[src/rtl/cmd_aggregator_pkg.sv]
// Shared command-word definitions used by the UART command aggregator and the
// command dispatcher: frame length and the 24-bit command layout.
package cmd_aggregator_pkg;

    // Number of UART bytes making up one command frame.
    localparam int unsigned CMD_BYTES = 3;

    // Width of the assembled command word.
    localparam int unsigned CMD_W = CMD_BYTES * 8;

    // Command word as seen by the dispatcher. The first byte on the wire
    // lands in the most significant field.
    typedef struct packed {
        logic [7:0] opcode;  // pad/opcode byte (byte0)
        logic [7:0] arg_hi;  // byte1
        logic [7:0] arg_lo;  // byte2
    } cmd_t;

    // Shift one received byte into the low end of the command word; older
    // bytes move toward the opcode field so byte0 ends up on top.
    function automatic cmd_t cmd_shift_in(input cmd_t cur, input logic [7:0] b);
        cmd_t nxt;
        nxt.opcode = cur.arg_hi;
        nxt.arg_hi = cur.arg_lo;
        nxt.arg_lo = b;
        return nxt;
    endfunction

endpackage

[src/rtl/cmd_aggregator.sv]
// UART command aggregator: collects three bytes (MSB first) into a 24-bit
// command, holds it for the dispatcher until acknowledged, and drops partial
// frames when the gap between bytes of one frame grows too long.
//
// Handshakes:
//   UART side: rx_rdy is a level that means "rx_data holds a byte". The byte
//   is consumed in the cycle clr_rx_rdy is high (combinational, same cycle as
//   the acceptance); the UART drops rx_rdy the following cycle. While a full
//   command is held no byte is consumed, so rx_rdy simply stays high.
//   Dispatcher side: cmd is valid while cmd_rdy is high; cmd_rdy stays high
//   until the dispatcher raises clr_cmd_rdy for a cycle. clr_cmd_rdy while no
//   command is held has no effect.
//
// state_dbg exposes the FSM: 0=WAIT_B0, 1=WAIT_B1, 2=WAIT_B2, 3=FULL.
module cmd_aggregator
    import cmd_aggregator_pkg::*;
#(
    parameter int unsigned TIMEOUT_CYC = 1_000_000
) (
    input  logic             clk,
    input  logic             rst_n,
    input  logic [7:0]       rx_data,
    input  logic             rx_rdy,
    output logic             clr_rx_rdy,
    output logic [CMD_W-1:0] cmd,
    output logic             cmd_rdy,
    input  logic             clr_cmd_rdy,
    output logic             frame_err,
    output logic [1:0]       state_dbg
);

    localparam int unsigned CNT_W = $clog2(TIMEOUT_CYC + 1);

    // Counter value in the last idle cycle before the frame is abandoned:
    // the increment out of this value would make it reach TIMEOUT_CYC.
    localparam logic [CNT_W-1:0] CNT_LAST = CNT_W'(TIMEOUT_CYC - 1);

    typedef enum logic [1:0] {
        WAIT_B0 = 2'd0,
        WAIT_B1 = 2'd1,
        WAIT_B2 = 2'd2,
        FULL    = 2'd3
    } state_t;

    state_t           state;
    logic [CNT_W-1:0] tmo_cnt;
    cmd_t             cmd_q;
    logic             cmd_rdy_q;
    logic             frame_err_q;
    logic             byte_take;

    // Decide whether the pending UART byte is consumed this cycle.
    always_comb begin
        byte_take = 1'b0;
        case (state)
            WAIT_B0, WAIT_B1, WAIT_B2: byte_take = rx_rdy;
            default:                   byte_take = 1'b0;
        endcase
    end

    // The consume strobe is held low while reset is asserted so the UART
    // never sees a byte taken by a block that is being cleared.
    assign clr_rx_rdy = byte_take & rst_n;

    assign cmd       = cmd_q;
    assign cmd_rdy   = cmd_rdy_q;
    assign frame_err = frame_err_q;
    assign state_dbg = state;

    // Frame assembly FSM with inter-byte timeout and registered outputs.
    always_ff @(posedge clk or negedge rst_n) begin
        if (!rst_n) begin
            state       <= WAIT_B0;
            tmo_cnt     <= '0;
            cmd_q       <= '0;
            cmd_rdy_q   <= 1'b0;
            frame_err_q <= 1'b0;
        end else begin
            frame_err_q <= 1'b0;
            case (state)
                WAIT_B0: begin
                    // No timeout while waiting for the first byte of a frame.
                    tmo_cnt <= '0;
                    if (rx_rdy) begin
                        cmd_q <= cmd_shift_in(cmd_q, rx_data);
                        state <= WAIT_B1;
                    end
                end

                WAIT_B1: begin
                    if (rx_rdy) begin
                        // A byte arriving in the timeout cycle still counts.
                        cmd_q   <= cmd_shift_in(cmd_q, rx_data);
                        tmo_cnt <= '0;
                        state   <= WAIT_B2;
                    end else if (tmo_cnt == CNT_LAST) begin
                        tmo_cnt     <= '0;
                        frame_err_q <= 1'b1;
                        state       <= WAIT_B0;
                    end else begin
                        tmo_cnt <= tmo_cnt + CNT_W'(1);
                    end
                end

                WAIT_B2: begin
                    if (rx_rdy) begin
                        cmd_q     <= cmd_shift_in(cmd_q, rx_data);
                        tmo_cnt   <= '0;
                        cmd_rdy_q <= 1'b1;
                        state     <= FULL;
                    end else if (tmo_cnt == CNT_LAST) begin
                        tmo_cnt     <= '0;
                        frame_err_q <= 1'b1;
                        state       <= WAIT_B0;
                    end else begin
                        tmo_cnt <= tmo_cnt + CNT_W'(1);
                    end
                end

                FULL: begin
                    // Command frozen; any waiting byte is left for WAIT_B0,
                    // so it is never consumed in the acknowledge cycle.
                    tmo_cnt <= '0;
                    if (clr_cmd_rdy) begin
                        cmd_rdy_q <= 1'b0;
                        state     <= WAIT_B0;
                    end
                end

                default: begin
                    tmo_cnt   <= '0;
                    cmd_rdy_q <= 1'b0;
                    state     <= WAIT_B0;
                end
            endcase
        end
    end

endmodule

[config.mk]
export PLATFORM = sky130hd
export DESIGN_NAME = cmd_aggregator
export DESIGN_NICKNAME = d
export VERILOG_FILES = /design/src/rtl/cmd_aggregator_pkg.sv /design/src/rtl/cmd_aggregator.sv
export SDC_FILE = /design/constraint.sdc
export NUM_CORES = 1
export LEC_CHECK = 0
export CAP_MARGIN = 15
export CORE_MARGIN = 3
export CORE_UTILIZATION = 40
export DETAILED_ROUTE_END_ITERATION = 10
export HOLD_SLACK_MARGIN = 0.05
export PLACE_DENSITY = 0.6
export SLEW_MARGIN = 30
export SYNTH_ARGS = -nofsm -noshare
export SYNTH_HDL_FRONTEND = slang
export SYNTH_SLANG_ARGS = --single-unit
[constraint.sdc]
create_clock -name clk -period 2.6 [get_ports clk]
set_input_delay 0.52 -clock clk [delete_from_list [all_inputs] [get_ports clk]]
set_output_delay 0.52 -clock clk [all_outputs]
set_load 0.005 [all_outputs]
==> impl_results.md <==
- Switch Pwr: 0.7783 mW
- Pint: 1.736 mW
- Clock Tree Buf Depth: 2
- Critical-path top delay cell: clkdlybuf4s50_1
- Post-synthesis simple-gate area fraction: 17.19%
- Synth area leader: dfrtp_1
- Synthesis-to-layout area growth: 26.06%
- Total GRT Usage: 14.56%
- Clock Root Buffer: clkbuf_8
- Skew final: 10.29 ps
- CTS H-Tree Depth: 2
- PwrDens: 889.4 nW/um2
- Post-synth EDFFs: 0
- Initial antenna violation count: 0
- Critical path arrival: 1860 ps
- GRT overflow: 0
- Sink Count: 48
- Input/output buffers: 40
- Via density per instance: 5.361
- Hold buffer count at cts: 0
- DRT Wirelength: 4.406 mm
- Residual DRC: 0
- Worst Setup Start Kind: input port
- Share of layout cells above drive strength 1: 18.30%
- Final Instance Area: 2826 um2
- Synthesized net count: 207
- Cell mode on critical path: clkdlybuf4s50_1
- Wire per inst: 14.45 um
- Vias in the first global route: 1619
- Min Tclk post-route: 2377 ps
- Status: finished, final reports clean
- Via count: 1635
- #FFs+latches synth: 48
- FMAX: 0.4207 GHz
- Most frequent cells in the layout: dfrtp_1 (48), clkdlybuf4s50_1 (39), mux2_2 (18)
- Post-CTS Setup Bufs: 0
- Xor/xnor share of the synthesized area: 4.688%
- Die span in y: 80.87 um
- Die extent in x: 80.87 um
- # nets final: 253
- Worst-margin pin slew: 665.3 ps
- Syn_area_per_cell: 11.93 um2
- Mapped cell area: 2242 um2
- Count of standard-cell rows: 26
- Ant. Diodes: 0
- Slack of the worst reg-to-reg path: 490 ps
- Mux share of post-synthesis cell area: 12.05%
- Largest net degree at the start of global routing: 49
- Largest family of logic cells by synthesized area: simple AND/OR/NAND/NOR gates
- Synth top area cells: dfrtp_1 (54%), mux2_2 (9.0%), ha_1 (3.9%)
- Slew Viols, Final: 0
- Headroom to the max-slew limit: 55.58%
- Main flop type after synthesis: dfrtp_1
- Cell Chain, Critical Path: clkdlybuf4s50_1 -> inv_2 -> nor2_2 -> and2_1 -> clkdlybuf4s50_1
- Share of the synthesized area in the top cell type: 53.57%
- Netlist cell types: 40
- Crit. End Element: primary output
- Cells after synthesis: 188
- Max cap viols: 0
- Leakage: 1.166 nW
- HPWL Detailed: 3.223 mm
- Flop pwr share: 44.4%
- Post_cts resized: 0
- Commonest non-fill, non-tap cell in the layout: dfrtp_1
- CTS Buf Count: 5
- First-pass GRT wire length: 7.376 mm
- DR iter-0 viols: 58
- Core area: 5270 um2
- Maximum VDD drop: 317.5 uV
- CTS tree: built
- Clk_lat worst skew: 310 ps
- Clock network power share: 18.0%
- I/O pin count: 41
- Clk pin slew, worst setup/hold paths: 100 ps
- CP required: 2080 ps
- Setup CP Type: in -> out
- Filler cells: 476
- Post-Synth Adder-Cell Area: 3.906%
- CP max stage delay: 510 ps
- Setup_tns: 0 ps
- Crit path max fanout: 2
- DRT Pass-1 Iters: 4
- Synth Warn #: 0
- Die area: 6540 um2
- Register area share after synthesis: 53.57%
- Starting Density: 42.55%
- Switching Fraction: 30.96%
- Final setup violation count: 0
- Ys async rst share: 100.0%
- Area after DPL: 2734 um2
- Fin crit share: 91.42%
- Post-synthesis compound-gate area fraction: 6.529%
- Final hold viol count: 0
- ANT nets after route: 0
- Unrepaired setup endpoints after global routing: no
- Min-delay worst type: in -> async
- Comb pwr share: 37.6%
- Final Wtd Congestion: 0.8184
-- critical path: cells and delay by family --
| family | cells | cell delay, ps |
|---|---|---|
| simple gates | 2 | 270 |
| buf+inv | 3 | 1060 |
-- worst paths after layout --
check / from / cells after the start / to
worst max-delay path: rx_rdy / 5 / clr_rx_rdy
worst min-delay path: rst_n / 2 / tmo_cnt[1]$_DFF_PN0_
worst max register to register: tmo_cnt[0]$_DFF_PN0_ / 5 / tmo_cnt[16]$_DFF_PN0_
worst min register to register: cmd[18]$_DFFE_PN0P_ / 1 / cmd[18]$_DFFE_PN0P_
max in group asynchronous: rst_n / 2 / cmd[9]$_DFFE_PN0P_
min in group clk: cmd[18]$_DFFE_PN0P_ / 1 / cmd[18]$_DFFE_PN0P_
-- cells in the mapped netlist, types with 2 or more instances --
library cell	n
and2_1	2
nand3_1	6
nand4_1	7
inv_1	3
o41ai_1	2
nor4_1	5
mux2_2	18
a21oi_1	6
mux2_1	6
or4_1	2
and3_2	2
ha_1	7
nor2_1	17
or3_1	5
dfrtp_1	48
nand2_1	9
xor2_1	8
o21ai_0	5
o31ai_1	3
buf_2	4
xnor2_1	4
-- power by group through the flow --
stage	combinational, mW	sequential, mW	clock (mW)
detailed placement	0.964	1.13	0
finish	0.946	1.12	0.453
global route	1.04	1.15	0.507
floorplan	0.430	1.12	0
global placement	0.934	1.12	0
CTS	0.964	1.12	0.474
-- registers in the layout, indices dropped and copies added, names as in the netlist --
name,count
frame_err,1
cmd,24
tmo_cnt,20
state_dbg,2
cmd_rdy,1
-- metal layers --
| layer | GRT usage, % | routed length (um) | up-vias | part of all wire [%] |
|---|---|---|---|---|
| met5 | 0 | 0 | - | 0 |
| met4 | 5.574 | 55 | 0 | 1.2 |
| met3 | 4.102 | 282 | 7 | 6.4 |
| met2 | 25.29 | 2162 | 45 | 49 |
| met1 | 16.99 | 1904 | 814 | 43 |
| li1 | - | - | 769 | - |
-- area by class of cell --
cell class | instances | area (um2) | area share, %
Clock buffer | 5 | 68.82 | 2.435
Clock inverter | 3 | 23.77 | 0.8411
Inverter | 4 | 15.01 | 0.5312
Multi-Input combinational cell | 130 | 997.2 | 35.28
Sequential cell | 48 | 1201 | 42.50
Tap cell | 70 | 87.58 | 3.099
Timing Repair Buffer | 45 | 432.9 | 15.32
-- stage by stage --
stage          setup WS, ps  util [%]  power [mW]  instances  hold WS [ps]
2_1_floorplan         730.1         -       1.549        188         224.4
3_3_place_gp          209.5     51.88       2.051        297         486.7
3_5_place_dp          182.3     51.88       2.098        297         499.4
4_1_cts               181.8     53.63       2.556        305         334.6
5_1_grt               117.9     53.63       2.697        305         363.1
6_report              223.0     53.63       2.514        305         314.6
-- cell families after synthesis --
group                      count (synthesis)
and+or+nand+nor                           66
xor gates and xnor gates                  12
adders and majority gates                  7
DFF                                       48
AOI/OAI and AO/OA                         21
buffers and inverters                     10
muxes                                     24
(Power assumes the default switching activity.)
